**src/rtl/maze_run_ctrl.sv**
```systemverilog
// Run sequencer for the maze path search: owns the map port, starts the solver, replays the solved path.
// Optional SEARCH_TIMEOUT_EN bounds the SEARCH phase to TIMEOUT_CYCLES cycles.
module maze_run_ctrl #(
  parameter int ADDR_WIDTH     = 8,
  parameter int STK_AW         = 8,
  parameter int TIMEOUT_CYCLES = 4096
) (
  input  logic                  clk,
  input  logic                  rst,
  input  logic                  host_start,
  input  logic                  host_we,
  input  logic [ADDR_WIDTH-1:0] host_addr,
  input  logic                  host_din,
  output logic                  solver_start,
  input  logic                  solver_done,
  input  logic                  solver_fail,
  input  logic                  solver_we,
  input  logic [ADDR_WIDTH-1:0] solver_addr,
  input  logic                  solver_din,
  output logic                  mem_we,
  output logic [ADDR_WIDTH-1:0] mem_addr,
  output logic                  mem_din,
  input  logic [STK_AW:0]       stk_depth,
  output logic [STK_AW-1:0]     stk_rd_addr,
  input  logic [1:0]            stk_rd_data,
  output logic                  move_valid,
  output logic [1:0]            move_dir,
  input  logic                  move_ready,
  output logic [STK_AW:0]       path_len,
  output logic                  busy,
  output logic                  done,
  output logic                  fail,
  output logic                  timeout
);

  typedef enum logic [2:0] {IDLE, SEARCH, RD, PRESENT, DONE, FAIL} state_t;

  state_t            state_reg, state_next;
  logic [STK_AW-1:0] idx_reg, idx_next;
  logic [STK_AW:0]   path_len_reg, path_len_next;
  logic [1:0]        dir_reg, dir_next;
  logic              timeout_reg, timeout_next;
  logic              busy_reg, done_reg, fail_reg, valid_reg;
  logic              host_owns;
  logic              tmo_hit;

`ifdef SEARCH_TIMEOUT_EN
  logic [15:0] tcnt_reg, tcnt_next;

  // Counter holds the number of SEARCH cycles already completed.
  assign tmo_hit = (tcnt_reg == 16'(TIMEOUT_CYCLES - 1));

  always_ff @(posedge clk or negedge rst) begin
    if (!rst) tcnt_reg <= '0;
    else      tcnt_reg <= tcnt_next;
  end
`else
  assign tmo_hit = 1'b0;
`endif

  assign host_owns = (state_reg == IDLE) || (state_reg == DONE) || (state_reg == FAIL);

  always_comb begin
    if (host_owns) begin
      mem_we   = host_we;
      mem_addr = host_addr;
      mem_din  = host_din;
    end else begin
      mem_we   = solver_we;
      mem_addr = solver_addr;
      mem_din  = solver_din;
    end
  end

  always_comb begin
    state_next    = state_reg;
    idx_next      = idx_reg;
    path_len_next = path_len_reg;
    dir_next      = dir_reg;
    timeout_next  = timeout_reg;
`ifdef SEARCH_TIMEOUT_EN
    tcnt_next     = tcnt_reg;
`endif
    case (state_reg)
      IDLE, DONE, FAIL: begin
        if (host_start) begin
          state_next   = SEARCH;
          timeout_next = 1'b0;
`ifdef SEARCH_TIMEOUT_EN
          tcnt_next    = '0;
`endif
        end
      end
      SEARCH: begin
`ifdef SEARCH_TIMEOUT_EN
        tcnt_next = tcnt_reg + 16'd1;
`endif
        if (solver_fail) begin
          state_next = FAIL;
        end else if (solver_done) begin
          path_len_next = stk_depth;
          if (stk_depth == '0) begin
            state_next = DONE;
          end else begin
            idx_next   = '0;
            state_next = RD;
          end
        end else if (tmo_hit) begin
          state_next   = FAIL;
          timeout_next = 1'b1;
        end
      end
      RD: begin
        dir_next   = stk_rd_data;
        state_next = PRESENT;
      end
      PRESENT: begin
        if (move_ready) begin
          if ({1'b0, idx_reg} == path_len_reg - 1'b1) begin
            state_next = DONE;
          end else begin
            idx_next   = idx_reg + 1'b1;
            state_next = RD;
          end
        end
      end
      default: state_next = IDLE;
    endcase
  end

  // Status flags are registered from the next state so they line up with state_reg.
  always_ff @(posedge clk or negedge rst) begin
    if (!rst) begin
      state_reg    <= IDLE;
      idx_reg      <= '0;
      path_len_reg <= '0;
      dir_reg      <= '0;
      timeout_reg  <= 1'b0;
      busy_reg     <= 1'b0;
      done_reg     <= 1'b0;
      fail_reg     <= 1'b0;
      valid_reg    <= 1'b0;
    end else begin
      state_reg    <= state_next;
      idx_reg      <= idx_next;
      path_len_reg <= path_len_next;
      dir_reg      <= dir_next;
      timeout_reg  <= timeout_next;
      busy_reg     <= (state_next == SEARCH) || (state_next == RD) || (state_next == PRESENT);
      done_reg     <= (state_next == DONE);
      fail_reg     <= (state_next == FAIL);
      valid_reg    <= (state_next == PRESENT);
    end
  end

  assign solver_start = (state_reg == SEARCH);
  assign stk_rd_addr  = idx_reg;
  assign move_valid   = valid_reg;
  assign move_dir     = dir_reg;
  assign path_len     = path_len_reg;
  assign busy         = busy_reg;
  assign done         = done_reg;
  assign fail         = fail_reg;
  assign timeout      = timeout_reg;

endmodule
```
**config.mk**
```make
export PLATFORM = sky130hd
export DESIGN_NAME = maze_run_ctrl
export DESIGN_NICKNAME = d
export VERILOG_FILES = /design/src/rtl/maze_run_ctrl.sv
export SDC_FILE = /design/constraint.sdc
export NUM_CORES = 1
export LEC_CHECK = 0
export CORE_AREA = 2 2 75 59
export CTS_CLUSTER_DIAMETER = 120
export DETAILED_ROUTE_END_ITERATION = 7
export DIE_AREA = 0 0 77 61
export PLACE_DENSITY = 0.78
export SYNTH_ARGS = -nofsm -noshare
export SYNTH_HDL_FRONTEND = slang
export SYNTH_SLANG_ARGS = --single-unit
```
**constraint.sdc**
```tcl
create_clock -name clk -period 2.35 [get_ports clk]
set_input_delay 0.235 -clock clk [delete_from_list [all_inputs] [get_ports clk]]
set_output_delay 0.235 -clock clk [all_outputs]
set_load 0.01 [all_outputs]
```
==> flow_metrics.tcl <==
set metrics [dict create \
    outcome "finished clean" \
    dieArea_sq_mm 0.00470 \
    ys_warn_count 0 \
    die_h_um 61 \
    tns_ns 0 \
    cpMaxStageDelayCell "or4_4" \
    firstDrtPassIters 4 \
    dieWidth_um 77 \
    hp-class "input port to asynchronous set/reset pin" \
    fin_ws_ns 0.130 \
    path_buf_inv 2 \
    cp_top_family "simple AND/OR/NAND/NOR gates" \
    largest_register_ffs 9 \
    sw_frac_of_total_pct 38.3 \
    finalCritPeriodShare_pct 94.5 \
    cpPeakStageDelay_ns 0.56 \
    vias_per_cell 5.17 \
    ff2ff_setup_slack_ns 0.15 \
    cts_buffers 3 \
    synth_area_sq_mm 0.00157 \
    clk_latency_ns 0.27 \
    clock_skew_ns 0.00749 \
    powerDensity_mw_per_mm2 1140 \
    yosysTopAreaCellShare_pct 41.4 \
    synth-edff-count 0 \
    ys_seq_area_share_pct 41.4 \
    worstPathMaxFanout 15 \
    grt_usage_pct 18.1 \
    end_kind "flip-flop" \
    r2r-end "done" \
    fill_cells 350 \
    combPwrFrac_pct 62.8 \
    total_power_mw 2.85 \
    route.detailed.wl_per_inst_um 14.3 \
    p_int_mw 1.76 \
    rows 20 \
    synth_top_cell_by_area "dfrtp_1" \
    grt-ovfl-total 0 \
    drive_gt1_share_pct 19.3 \
    antenna_found_initial 0 \
    synthArstFlopShare_pct 100 \
    slew_viol_final 0 \
    synth_seq_cells 26 \
    clkTransAtPathRegs_ns 0.08 \
    crit_path_start_kind "input port" \
    postCtsSetupBuffers 0 \
    clock_sinks 26 \
    required_ns 2.48 \
    r2r_cells 9 \
    synth_ff_type "dfrtp_1" \
    grt_max_degree 27 \
    setup_viol 0 \
    p_sw_mw 1.09 \
    cp_data_arrival_time_ns 2.35 \
    core_sq_mm 0.00395 \
    fin_nets 274 \
    yosysMostFrequentCell "dfrtp_1" \
    place_inst 285 \
    port_buffers 70 \
    dr_total_vias 1490 \
    synthTopCellsByCount "dfrtp_1 (26), mux2_2 (21), a21oi_1 (10), xnor2_1 (10)" \
    cts_tree "yes" \
    min_period_ns 2.22 \
    start_util_pct 39.7 \
    cellLeakagePower_nw 0.984 \
    crit_start "stk_depth[2]" \
    wirelength_um 4110 \
    worstSetupPathType "input port to flip-flop" \
    path_depth 9 \
    drt_drc_violations_left 0 \
    io_pins 72 \
    fin_util_pct 63.0 \
    fmax_mhz 451 \
    synth_nets 191 \
    syn_inst 152 \
    seqPwrFrac_pct 28.6 \
    routabilityCongestion 0.882 \
    r2r_start "path_len[0]" \
    drtIter0Drc 61 \
    cap_violations 0 \
    grt_pass1_wl_um 6720 \
    ir_drop_uv 628 \
    synthTopCellsByArea "dfrtp_1 (41%), mux2_2 (15%), xnor2_1 (5.6%)" \
    syn_area_per_cell_sq_um 10.3 \
    crit_chain "clkdlybuf4s50_1 > or4_4 > nor4_4 > o21bai_2 > a31o_1 > o21ai_4 > buf_12 > or4_1 > a21oi_1" \
    ant_nets 0 \
    p_clk_share_pct 8.6 \
    area_delta_synth_final_pct 58.4 \
    cts.path.max_buffers 2 \
    diodes 0 \
    fin_cells 288 \
    ys_types 42 \
    htreeDepth 1 \
    crit_end "stk_rd_addr[7]" \
    grt_pass1_vias 1457 \
    place_ws_ns -0.131 \
    cts_root_buf "clkbuf_8" \
    post-dp-hpwl_um 3240 \
    hold_violations 0 \
]
## power by group through the flow
stage	clock network (mW)	registers [mW]	logic [mW]
6_report	0.244	0.814	1.79
5_1_grt	0.271	0.849	1.95
3_5_place_dp	0	0.802	1.73
4_1_cts	0.250	0.795	1.73
3_3_place_gp	0	0.797	1.70
2_1_floorplan	0	0.875	0.852
## worst min-delay path by stage
stage	startpoint	endpoint	slack, ns
floorplan	rst	busy	-0.06
global placement	move_dir[0]	move_dir[0]	0.49
detailed placement	move_dir[1]	move_dir[1]	0.50
finish	rst	path_len[2]	0.33
global route	rst	path_len[2]	0.36
CTS	rst	path_len[2]	0.35
## worst reg2reg max path: cells and delay by family, from the launching register on
| family | cells | cell delay, ns |
|---|---|---|
| buf+inv | 1 | 0.08 |
| fa+ha+maj | 1 | 0.18 |
| simple gates | 4 | 0.82 |
| compound gates | 3 | 0.70 |
| flops | 1 | 0.36 |
## placed cells by master, fill, tap and decap left out, types with 2 or more instances in the layout
cell type / count
o31ai_1: 2
nor4_4: 2
nor2b_1: 5
a21oi_1: 9
inv_1: 6
nand3_1: 4
and2_1: 2
dfrtp_1: 26
clkbuf_8: 3
nand4_1: 2
mux2_2: 21
nor3_1: 4
nor2_1: 8
or4_1: 2
or3_1: 6
nand2_1: 8
clkdlybuf4s50_1: 70
a31oi_1: 2
o21ai_1: 6
xnor2_1: 10
buf_4: 10
and3_1: 2
## repair_timing
item | CTS | global route
endpoints found under the setup margin | 0 | 6
hold buffers | 0 | 0
gates resized for setup | 0 | 6
## logic make-up after synthesis
kind of cell / after synthesis / share of synthesized area, %
muxes: 21 / 15.0
AOI/OAI and AO/OA: 30 / 12.4
DFF: 26 / 41.4
xor gates and xnor gates: 11 / 6.13
and+or+nand+nor: 52 / 20.3
buffers and inverters: 9 / 2.87
adders and majority gates: 2 / 1.59
other: 1 / 0.239
## final cells by class
class | instances | area, sq um | share of cell area, %
Tap cell | 55 | 68.8 | 2.76
Timing Repair Buffer | 81 | 796 | 32.0
Clock buffer | 3 | 41.3 | 1.66
Sequential cell | 26 | 651 | 26.1
Multi-Input combinational cell | 117 | 911 | 36.6
Inverter | 6 | 22.5 | 0.905
## through the flow
stage | hold WS (ns) | instance area (sq um)
2_1_floorplan | -0.0606 | 1570
3_3_place_gp | 0.494 | 2410
3_5_place_dp | 0.500 | 2410
4_1_cts | 0.346 | 2450
5_1_grt | 0.357 | 2490
6_report | 0.332 | 2490
## metal layers
metal / track usage, % / share of wire, % / vias up / wire (um)
li1: - / - / 717 / -
met1: 24.1 / 46 / 723 / 1900
met2: 30.6 / 48 / 45 / 1970
met3: 4.46 / 5.2 / 5 / 214
met4: 3.83 / 0.68 / 0 / 28
met5: 0 / 0 / - / 0
Power figures use the tool's default switching activity.
==> edit, RTL diff (config.mk and constraints unchanged) <==
The 6 states of `state_t` get a one-hot encoding in 6 bits.
--- a/src/rtl/maze_run_ctrl.sv
+++ b/src/rtl/maze_run_ctrl.sv
@@ -35,3 +35,3 @@
 
-  typedef enum logic [2:0] {IDLE, SEARCH, RD, PRESENT, DONE, FAIL} state_t;
+  typedef enum logic [5:0] {IDLE = 6'b000001, SEARCH = 6'b000010, RD = 6'b000100, PRESENT = 6'b001000, DONE = 6'b010000, FAIL = 6'b100000} state_t;
 
Function: no difference found for any inputs over 10 cycles, from zero or initial values and one cycle with rst low; not proved beyond that.
==> edit against the unedited design <==
- cell area increased by 13%
- largest cell class unchanged
- die area unchanged
- critical endpoint is now busy
- critical path depth decreased by 3
- sequential cell count increased by 3
- sequential share of layout area decreased by 0.16 points
- area after synthesis increased by 15%
- count of clock-buffer cells in the layout increased by 5
- wire length increased by 19%
- sequential power decreased by 2.7%
- first-iteration DRC count increased by 69%
- clock skew decreased by 0.0031 ns
- total power increased by 4.3%
- worst setup slack got worse by 0.12 ns
==> edit: results (changes against the unedited design) <==
clk_pin_slew_ns: 0.06  # was 0.08 ns
drt_iter0_markers: 103  # was 61
met2_wirelength_um: 2168  # was 1969 um
grt_pass1_wl_um: 7652  # was 6720 um
layout-drive-gt1-share_pct: 21.25  # was 19.31%
pre_cts_ws_ns: 0.01479  # was -0.1311 ns
synthAdderAreaFrac_pct: 1.382  # was 1.592%
dp_cells: 316  # was 285
grt_max_degree: 30  # was 27
layout.nets: 311  # was 274
vias: 1741  # was 1490
synth.area.mux_share_pct: 17.55  # was 15.05%
synth_area_leaders: "dfrtp_1, mux2_2, mux2i_1"  # was dfrtp_1, mux2_2, xnor2_1
worst-path-max-fanout: 3  # was 15
ys_seq_area_share_pct: 40.15  # was 41.40%
met1_usage_pct: 30.35  # was 24.10%
routed_wl_um: 4883  # was 4109 um
synth_xor_xnor_area_share_pct: 4.838  # was 6.131%
r2r_cells: 6  # was 9
syn-num-nets: 222  # was 191
grtUsageMet2_pct: 32.08  # was 30.58%
r2r_end: "busy"  # was done
postPlaceCellArea_um2: 2664  # was 2414 um2
ir_drop_uv: 667.7  # was 628.1 uV
use_met3_pct: 5.804  # was 4.464%
synth-edff-count: 0  # unchanged
post-dp-hpwl_um: 3736  # was 3240 um
gp_routability_congestion: 0.8434  # was 0.8821
dr_wl_met3_um: 283  # was 214 um
fin_skew_ns: 0.004344  # was 0.007493 ns
outcome: "finished clean"  # unchanged
avgSynthCellArea_um2: 9.893  # was 10.34 um2
vias_per_cell: 5.308  # was 5.174
grt_pass1_vias: 1574  # was 1457
reg2reg_slack_ns: 0.01  # was 0.15 ns
cts_buffers: 5  # was 3
cp.arrival_ns: 2.50  # was 2.35 ns
synthDistinctLibCells: 40  # was 42
holdWs_ns: 0.3317  # about the same
leakage_nw: 1.200  # was 0.9845 nW
hold_class: "in -> async"  # unchanged
grtUsageTotal_pct: 21.53  # was 18.05%
synth_compound_area_share_pct: 12.37  # was 12.42%
h-tree-depth: 2  # was 1
met1_length_um: 2366  # was 1896 um
synth_common_cells: "dfrtp_1, mux2_2, nand2_1, o21ai_0, nand2b_1"  # was dfrtp_1, mux2_2, a21oi_1, xnor2_1
==> edit: cell count changes in the layout (fill, tap and decap cells not counted), moves of 4 or more <==
| cell | delta |
|---|---|
| nand2_1 | +8 |
| nor2b_1 | -4 |
| a21oi_1 | -9 |
| o21ai_0 | +8 |
| o21ai_1 | -5 |
| dlygate4sd2_1 | +10 |
| xor2_1 | +4 |
| o211ai_1 | +5 |
| buf_4 | +10 |
| nand2b_1 | +8 |
| xnor2_1 | -5 |
| clkdlybuf4s50_1 | -10 |
| mux2i_1 | +7 |
==> edit: final cells by class <==
| class | count | area, um2 |
|---|---|---|
| Fill cell | 317 | 1150 |
| Multi-Input combinational cell | 141 | 1060 |
| Timing Repair Buffer | 90 | 838.3 |
| Sequential cell | 29 | 728.2 |
| Clock buffer | 8 | 90.09 |
| Tap cell | 55 | 68.82 |
| Inverter | 5 | 18.77 |
==> edit: worst max path at each step <==
stage           startpoint  endpoint  slack (ns)  depth (start not counted)
2_1_floorplan  path_len[2]      busy       -0.03                          7
3_3_place_gp   path_len[0]      busy        0.06                          6
3_5_place_dp   path_len[0]      busy        0.01                          6
4_1_cts        path_len[0]      busy     -0.0009                          6
5_1_grt        path_len[0]      busy        -0.1                          6
6_report       path_len[0]      busy        0.01                          6
==> edit: report_power, final <==
part	leakage (nW)	internal (mW)	switching (mW)
Combinational	0.776	0.980	0.780
Clock	0.0455	0.238	0.181
Sequential	0.378	0.642	0.149
Total	1.20	1.86	1.11
==> edit: repair_timing <==
action,CTS,global route
buffers inserted,2,2
setup endpoints to repair,11,9
pin swaps,0,1
resized for setup,11,7
==> edit: critical path: cells and delay by family (launching register included) <==
kind / cells / cell delay [ns]
simple gates: 4 / 1.34
compound gates: 2 / 0.49
flops: 1 / 0.39
